**config.mk**
```make
export PLATFORM = sky130hd
export DESIGN_NAME = mxu_wb_pack
export DESIGN_NICKNAME = d
export VERILOG_FILES = /design/src/rtl/mxu_wb_pack.sv
export SDC_FILE = /design/constraint.sdc
export NUM_CORES = 1
export LEC_CHECK = 0
export BUFFER_PORTS_ARGS = -buffer_cell sky130_fd_sc_hd__buf_2
export CORE_MARGIN = 2
export CORE_UTILIZATION = 40
export CTS_CLUSTER_SIZE = 16
export DETAILED_ROUTE_END_ITERATION = 7
export SLEW_MARGIN = 20
export SYNTH_ARGS = -nofsm -noshare
export SYNTH_HDL_FRONTEND = slang
export SYNTH_SLANG_ARGS = --single-unit
export TNS_END_PERCENT = 5
```
**constraint.sdc**
```tcl
create_clock -name clk -period 4.2 [get_ports clk]
set_clock_uncertainty 0.2 [all_clocks]
set_input_delay 0.42 -clock clk [delete_from_list [all_inputs] [get_ports clk]]
set_output_delay 0.42 -clock clk [all_outputs]
set_load 0.01 [all_outputs]
```
**src/rtl/mxu_wb_pack.sv**
```systemverilog
// ---------------------------------------------------------------------------
// mxu_wb_pack
//
// Collects a run of MXU result bytes into one 128-bit line and writes the line
// back with per-byte strobes. A command names the line address and a first and
// a last byte lane. Bytes fill the lanes one at a time, going up or down from
// the first lane. When the last lane is filled, the packed line is offered on
// the write port.
//
// Ports
//   clk, rst            clock, synchronous active-high reset
//   cmd_vld/cmd_rdy     command handshake (accepted only in IDLE)
//   cmd_addr            destination line address
//   cmd_start_byte      first byte lane to fill
//   cmd_end_byte        last byte lane to fill
//   mxu_vld/mxu_rdy     result byte handshake (accepted only in FILL)
//   mxu_byte            result byte
//   wr_vld/wr_rdy       line write handshake (offered only in SEND)
//   wr_addr             line address of the write
//   wr_data             packed line; lane i = bits [8i+7:8i]
//   wr_strb             byte-lane enables; bit i qualifies lane i
//   wr_done             one-cycle pulse after each completed write
// ---------------------------------------------------------------------------
module mxu_wb_pack #(
    parameter int ADDR_W = 8,
    parameter int DATA_W = 128
) (
    input  logic                  clk,
    input  logic                  rst,
    input  logic                  cmd_vld,
    output logic                  cmd_rdy,
    input  logic [ADDR_W-1:0]     cmd_addr,
    input  logic [3:0]            cmd_start_byte,
    input  logic [3:0]            cmd_end_byte,
    input  logic                  mxu_vld,
    input  logic [7:0]            mxu_byte,
    output logic                  mxu_rdy,
    output logic                  wr_vld,
    input  logic                  wr_rdy,
    output logic [ADDR_W-1:0]     wr_addr,
    output logic [DATA_W-1:0]     wr_data,
    output logic [DATA_W/8-1:0]   wr_strb,
    output logic                  wr_done
);

    localparam int LANES = DATA_W / 8;

    localparam logic [1:0] ST_IDLE = 2'd0;
    localparam logic [1:0] ST_FILL = 2'd1;
    localparam logic [1:0] ST_SEND = 2'd2;

    logic [1:0]        state_q, state_d;
    logic [ADDR_W-1:0] addr_q,  addr_d;
    logic [3:0]        end_q,   end_d;
    logic              desc_q,  desc_d;
    logic [3:0]        cur_q,   cur_d;
    logic [DATA_W-1:0] data_q,  data_d;
    logic [LANES-1:0]  strb_q,  strb_d;
    logic              done_q,  done_d;

    logic              byte_hs;
    logic [LANES-1:0]  lane_wr;
    logic [DATA_W-1:0] data_fill;
    logic [LANES-1:0]  strb_fill;

    assign byte_hs = mxu_vld && (state_q == ST_FILL);

    // Per-lane merge of the incoming byte: only the lane addressed by cur_q
    // takes the new byte and raises its strobe; all other lanes hold.
    genvar gi;
    generate
        for (gi = 0; gi < LANES; gi++) begin : g_lane
            assign lane_wr[gi]            = byte_hs && (cur_q == 4'(gi));
            assign data_fill[8*gi +: 8]   = lane_wr[gi] ? mxu_byte : data_q[8*gi +: 8];
            assign strb_fill[gi]          = strb_q[gi] | lane_wr[gi];
        end
    endgenerate

    always_comb begin
        state_d = state_q;
        addr_d  = addr_q;
        end_d   = end_q;
        desc_d  = desc_q;
        cur_d   = cur_q;
        data_d  = data_q;
        strb_d  = strb_q;
        done_d  = 1'b0;
        case (state_q)
            ST_IDLE: begin
                if (cmd_vld) begin
                    addr_d  = cmd_addr;
                    end_d   = cmd_end_byte;
                    // Direction is frozen here so cur_q walks toward end_q and
                    // meets it before it could ever wrap past lane 0 or 15.
                    desc_d  = (cmd_start_byte > cmd_end_byte);
                    cur_d   = cmd_start_byte;
                    data_d  = '0;
                    strb_d  = '0;
                    state_d = ST_FILL;
                end
            end
            ST_FILL: begin
                if (mxu_vld) begin
                    data_d = data_fill;
                    strb_d = strb_fill;
                    if (cur_q == end_q) begin
                        state_d = ST_SEND;
                    end else if (desc_q) begin
                        cur_d = cur_q - 4'd1;
                    end else begin
                        cur_d = cur_q + 4'd1;
                    end
                end
            end
            ST_SEND: begin
                if (wr_rdy) begin
                    state_d = ST_IDLE;
                    done_d  = 1'b1;
                end
            end
            default: begin
                state_d = ST_IDLE;
            end
        endcase
    end

    always_ff @(posedge clk) begin
        if (rst) begin
            state_q <= ST_IDLE;
            addr_q  <= '0;
            end_q   <= '0;
            desc_q  <= 1'b0;
            cur_q   <= '0;
            data_q  <= '0;
            strb_q  <= '0;
            done_q  <= 1'b0;
        end else begin
            state_q <= state_d;
            addr_q  <= addr_d;
            end_q   <= end_d;
            desc_q  <= desc_d;
            cur_q   <= cur_d;
            data_q  <= data_d;
            strb_q  <= strb_d;
            done_q  <= done_d;
        end
    end

    assign cmd_rdy = (state_q == ST_IDLE);
    assign mxu_rdy = (state_q == ST_FILL);
    assign wr_vld  = (state_q == ST_SEND);
    assign wr_addr = addr_q;
    assign wr_data = data_q;
    assign wr_strb = strb_q;
    assign wr_done = done_q;

endmodule

```
==> summary.md <==
| Metric | Value |
|---|---|
| Post-synthesis area per instance | 8.58 um2 |
| P&R area growth vs syn | 23.0% |
| Synth Area in Compound Gates | about 14% |
| Met1 WL | 8930 um |
| Final Power | about 0.0035 W |
| Final Max Slew Viols | 0 |
| H-tree levels | 4 |
| P_leak | roughly 3.3 nW |
| DR WL met3 | 1570 um |
| Post-synthesis xor/xnor area fraction | less than 1% |
| Mapped Cells | between 700 and 800 |
| GP Congestion | between 0.7 and 0.8 |
| Multiplexer area fraction after synthesis | 2.59% |
| Worst Path Arrival | between 2 and 3 ns |
| Reg-to-Reg Start | state_q[0]$_SDFFE_PP0P_ |
| Detail Route Antenna Nets | 0 |
| HP Class | primary input to register |
| CTS Buffer Depth | 2 |
| Row Count | between 40 and 50 |
| Predominant post-synthesis flop cell | dfxtp_1 |
| Reg area | 3280 um2 |
| Synth Area in Adders | 1.71% |
| First DRT Iteration DRCs | 431 |
| Critical Path End Type | register |
| Startpoint Class | register |
| Setup repair bufs after CTS | 0 |
| N_diodes | 0 |
| Largest net degree at the start of global routing | between 80 and 90 |
| Max Fclk | roughly 390 MHz |
| CTS tree | built |
| Layout net count | roughly 950 |
| I/O pins | roughly 190 |
| CTS Hold Buffers Added | 0 |
| Status | finished, final reports clean |
| #FFs+latches synth | 164 |
| Maxcap violations | 0 |
| Initial core utilization | roughly two fifths |
| End of the worst hold path | wr_addr[1]$_SDFFE_PP0P_ |
| Via count | roughly 5900 |
| CP max FO | between 80 and 90 |
| RSZ-0062 raised after global routing | false |
| Layout cells sized above 1 | ~28% |
| Core ar. | around 16000 um2 |
| Total CTS buffers | 17 |
| Largest family of logic cells by synthesized area | simple AND/OR/NAND/NOR gates |
| CTS clk-pin slew, worst paths | approximately 0.060 ns |
| Relative slew slack | between 30% and 40% |
| Final Setup Violations | 0 |
| Warning count from the yosys run | 0 |
| Mapped Area | about 6600 um2 |
| Least-Margin Pin Slew | 1.01 ns |
| Cells on worst reg2reg path | 5 |
| Via density | roughly 5.2 |
| DRT Wirelength | approximately 20000 um |
| Total DRC errors in the routed layout | 0 |
| Critical path class | register to register |
| Initial antenna violation count | 0 |
| Clock Sinks | 164 |
| Required @ worst endpoint | about 4.4 ns |
| Tcrit/Tclk final | roughly 61% |
| Gr usage total | 22.2% |
| Die Y | 132 um |
| Avg WL per Cell | approximately 17 um |
| Period minus WS final | about 2.5 ns |
| FILL cells | between 1500 and 2000 |
| Seq/Total Area, Yosys | 49.9% |
| Die ar. | between 15000 and 20000 um2 |
| EDFF count, synth | 0 |
| PD cells | around 430 nW/um2 |
| DP Area | 7520 um2 |
| Post-CTS resize count | 0 |
| Post-DP HPWL | 12600 um |
| Grt ovf | 0 |
| Multi-input logic area | roughly 3000 um2 |
| Final Hold Fails | 0 |
| VDD IR max | 0.000267 V |
| Syn nets | approximately 810 |
| Hold Path Origin | cmd_addr[1] |
| Met2 wire len | ~9000 um |
| R2r endpoint | wr_data[30]$_SDFFE_PP0P_ |
| Fin area | about 8000 um2 |
| Ys async rst share | 0% |
| Port bufs | between 150 and 200 |
| Die W | between 100 and 150 um |
| First-pass GRT wire length | 30700 um |
| Post-synth cell types | 44 |
| Clk root buf | clkbuf_16 |
| Final setup TNS | 0 ns |
| Number of global-route vias before repair | 5472 |
| Max layer used | met4 |
| Area share of and/or/nand/nor cells after synthesis | a little over a quarter |
| Worst skew pair latency | around 0.42 ns |
| Pre-Repair DR Iteration Count | 4 |
| Hold path cells | 3 |
| Reg2Reg Setup Slack | around 1.7 ns |
-- cell families after synthesis --
logic type | count (synthesis)
multiplexers | 17
AO/OA/AOI/OAI | 161
AND/OR/NAND/NOR | 343
flip-flops | 164
buffers and inverters | 68
XOR/XNOR | 5
adder cells (fa/ha/maj) | 9
-- sequential cells by signal (all words and copies together), names as in the netlist --
register,count
wr_strb,16
wr_done,1
wr_data,128
cur_q,4
state_q,2
end_q,4
desc_q,1
wr_addr,8
-- synth_stat cells, types with 2 or more instances --
| library cell | instances | area (um2) |
|---|---|---|
| a211oi_1 | 2 | 15.0 |
| a21oi_1 | 132 | 661 |
| and2_2 | 8 | 60.1 |
| and3_2 | 3 | 22.5 |
| buf_1 | 4 | 15.0 |
| buf_2 | 10 | 50.1 |
| buf_4 | 9 | 67.6 |
| buf_6 | 2 | 22.5 |
| clkbuf_1 | 32 | 120 |
| dfxtp_1 | 164 | 3280 |
| ha_1 | 9 | 113 |
| inv_1 | 8 | 30.0 |
| mux2i_1 | 17 | 170 |
| nand2_1 | 147 | 552 |
| nand2_2 | 4 | 25.0 |
| nand2b_1 | 4 | 25.0 |
| nand2b_4 | 2 | 27.5 |
| nand3_1 | 116 | 581 |
| nand3_4 | 4 | 70.1 |
| nand4_1 | 2 | 12.5 |
| nor2_1 | 25 | 93.8 |
| nor2_2 | 2 | 12.5 |
| nor2_4 | 10 | 113 |
| nor2b_1 | 3 | 18.8 |
| nor3_1 | 4 | 20.0 |
| nor3_4 | 3 | 48.8 |
| o21a_1 | 18 | 135 |
| o32ai_1 | 2 | 17.5 |
| or2_2 | 2 | 12.5 |
| xnor2_1 | 5 | 43.8 |
-- worst max path at each step --
stage                                  from                        end  depth (start not counted)
floorplan             cur_q[1]$_SDFFE_PP0P_  wr_data[120]$_SDFFE_PP0P_                          6
global placement      cur_q[2]$_SDFFE_PP0P_  wr_data[125]$_SDFFE_PP0P_                          5
detailed placement  state_q[0]$_SDFFE_PP0P_   wr_data[30]$_SDFFE_PP0P_                          5
CTS                 state_q[0]$_SDFFE_PP0P_   wr_data[30]$_SDFFE_PP0P_                          5
global route        state_q[0]$_SDFFE_PP0P_  wr_data[101]$_SDFFE_PP0P_                          5
finish              state_q[0]$_SDFFE_PP0P_   wr_data[30]$_SDFFE_PP0P_                          5
-- per-layer routing --
layer  vias up  track usage [%]
met4         0             5.97
met2       186             34.3
met1      2807             30.0
met5         -                0
li1       2909                -
met3        14             7.38
-- critical path: stages, from the launching register on --
cell	delay (ns)
dfxtp_1	0.49
nand2b_4	0.23
or2_4	0.80
buf_4	0.43
nand3_1	0.12
a21oi_1	0.16
-- stage by stage --
step	std cells	setup slack, ns	hold slack, ns	utilization (%)
2_1_floorplan	767	2.33	0.250	-
3_3_place_gp	1113	1.75	0.243	47.0
3_5_place_dp	1113	1.69	0.248	47.0
4_1_cts	1144	1.67	0.0171	50.6
5_1_grt	1144	1.49	0.0332	50.6
6_report	1144	1.66	0.0359	50.6
-- where the power goes --
group / switching [W] / total [W] / internal, W
combinational: 0.000237 / 0.000337 / 0.0000997
clock: 0.000620 / 0.00154 / 0.000916
sequential: 0.0000318 / 0.00161 / 0.00158
total: 0.000889 / 0.00348 / 0.00260
-- cell type report --
type | instances | area share, %
multi-input cells | 535 | 36.5
well taps | 216 | 3.34
inverters | 9 | 0.479
repair buffers | 189 | 12.0
clock buffers | 22 | 5.86
flip-flops and latches | 164 | 40.6
clock inverters | 9 | 1.28
-- cells in the final DEF (no fill, tap or decap), types with 2 or more instances in the layout --
master / n
nand2b_4: 2
and2_2: 8
clkinv_2: 4
nor2_1: 25
inv_1: 8
ha_1: 9
a211oi_1: 2
xnor2_1: 5
o32ai_1: 2
nand2_2: 4
buf_2: 183
bufinv_16: 2
nor3_4: 3
nand2b_1: 4
buf_4: 5
nor2_4: 10
nor2b_1: 3
clkbuf_1: 2
nor2_2: 2
nor3_1: 4
nand3_4: 4
nand3_1: 116
nand2_1: 147
clkbuf_8: 3
o21a_1: 18
nand4_1: 2
and3_2: 3
a21oi_1: 132
mux2i_1: 17
clkinvlp_4: 2
dfxtp_1: 164
clkbuf_16: 17
No activity file was read; power rests on OpenSTA's default activity.
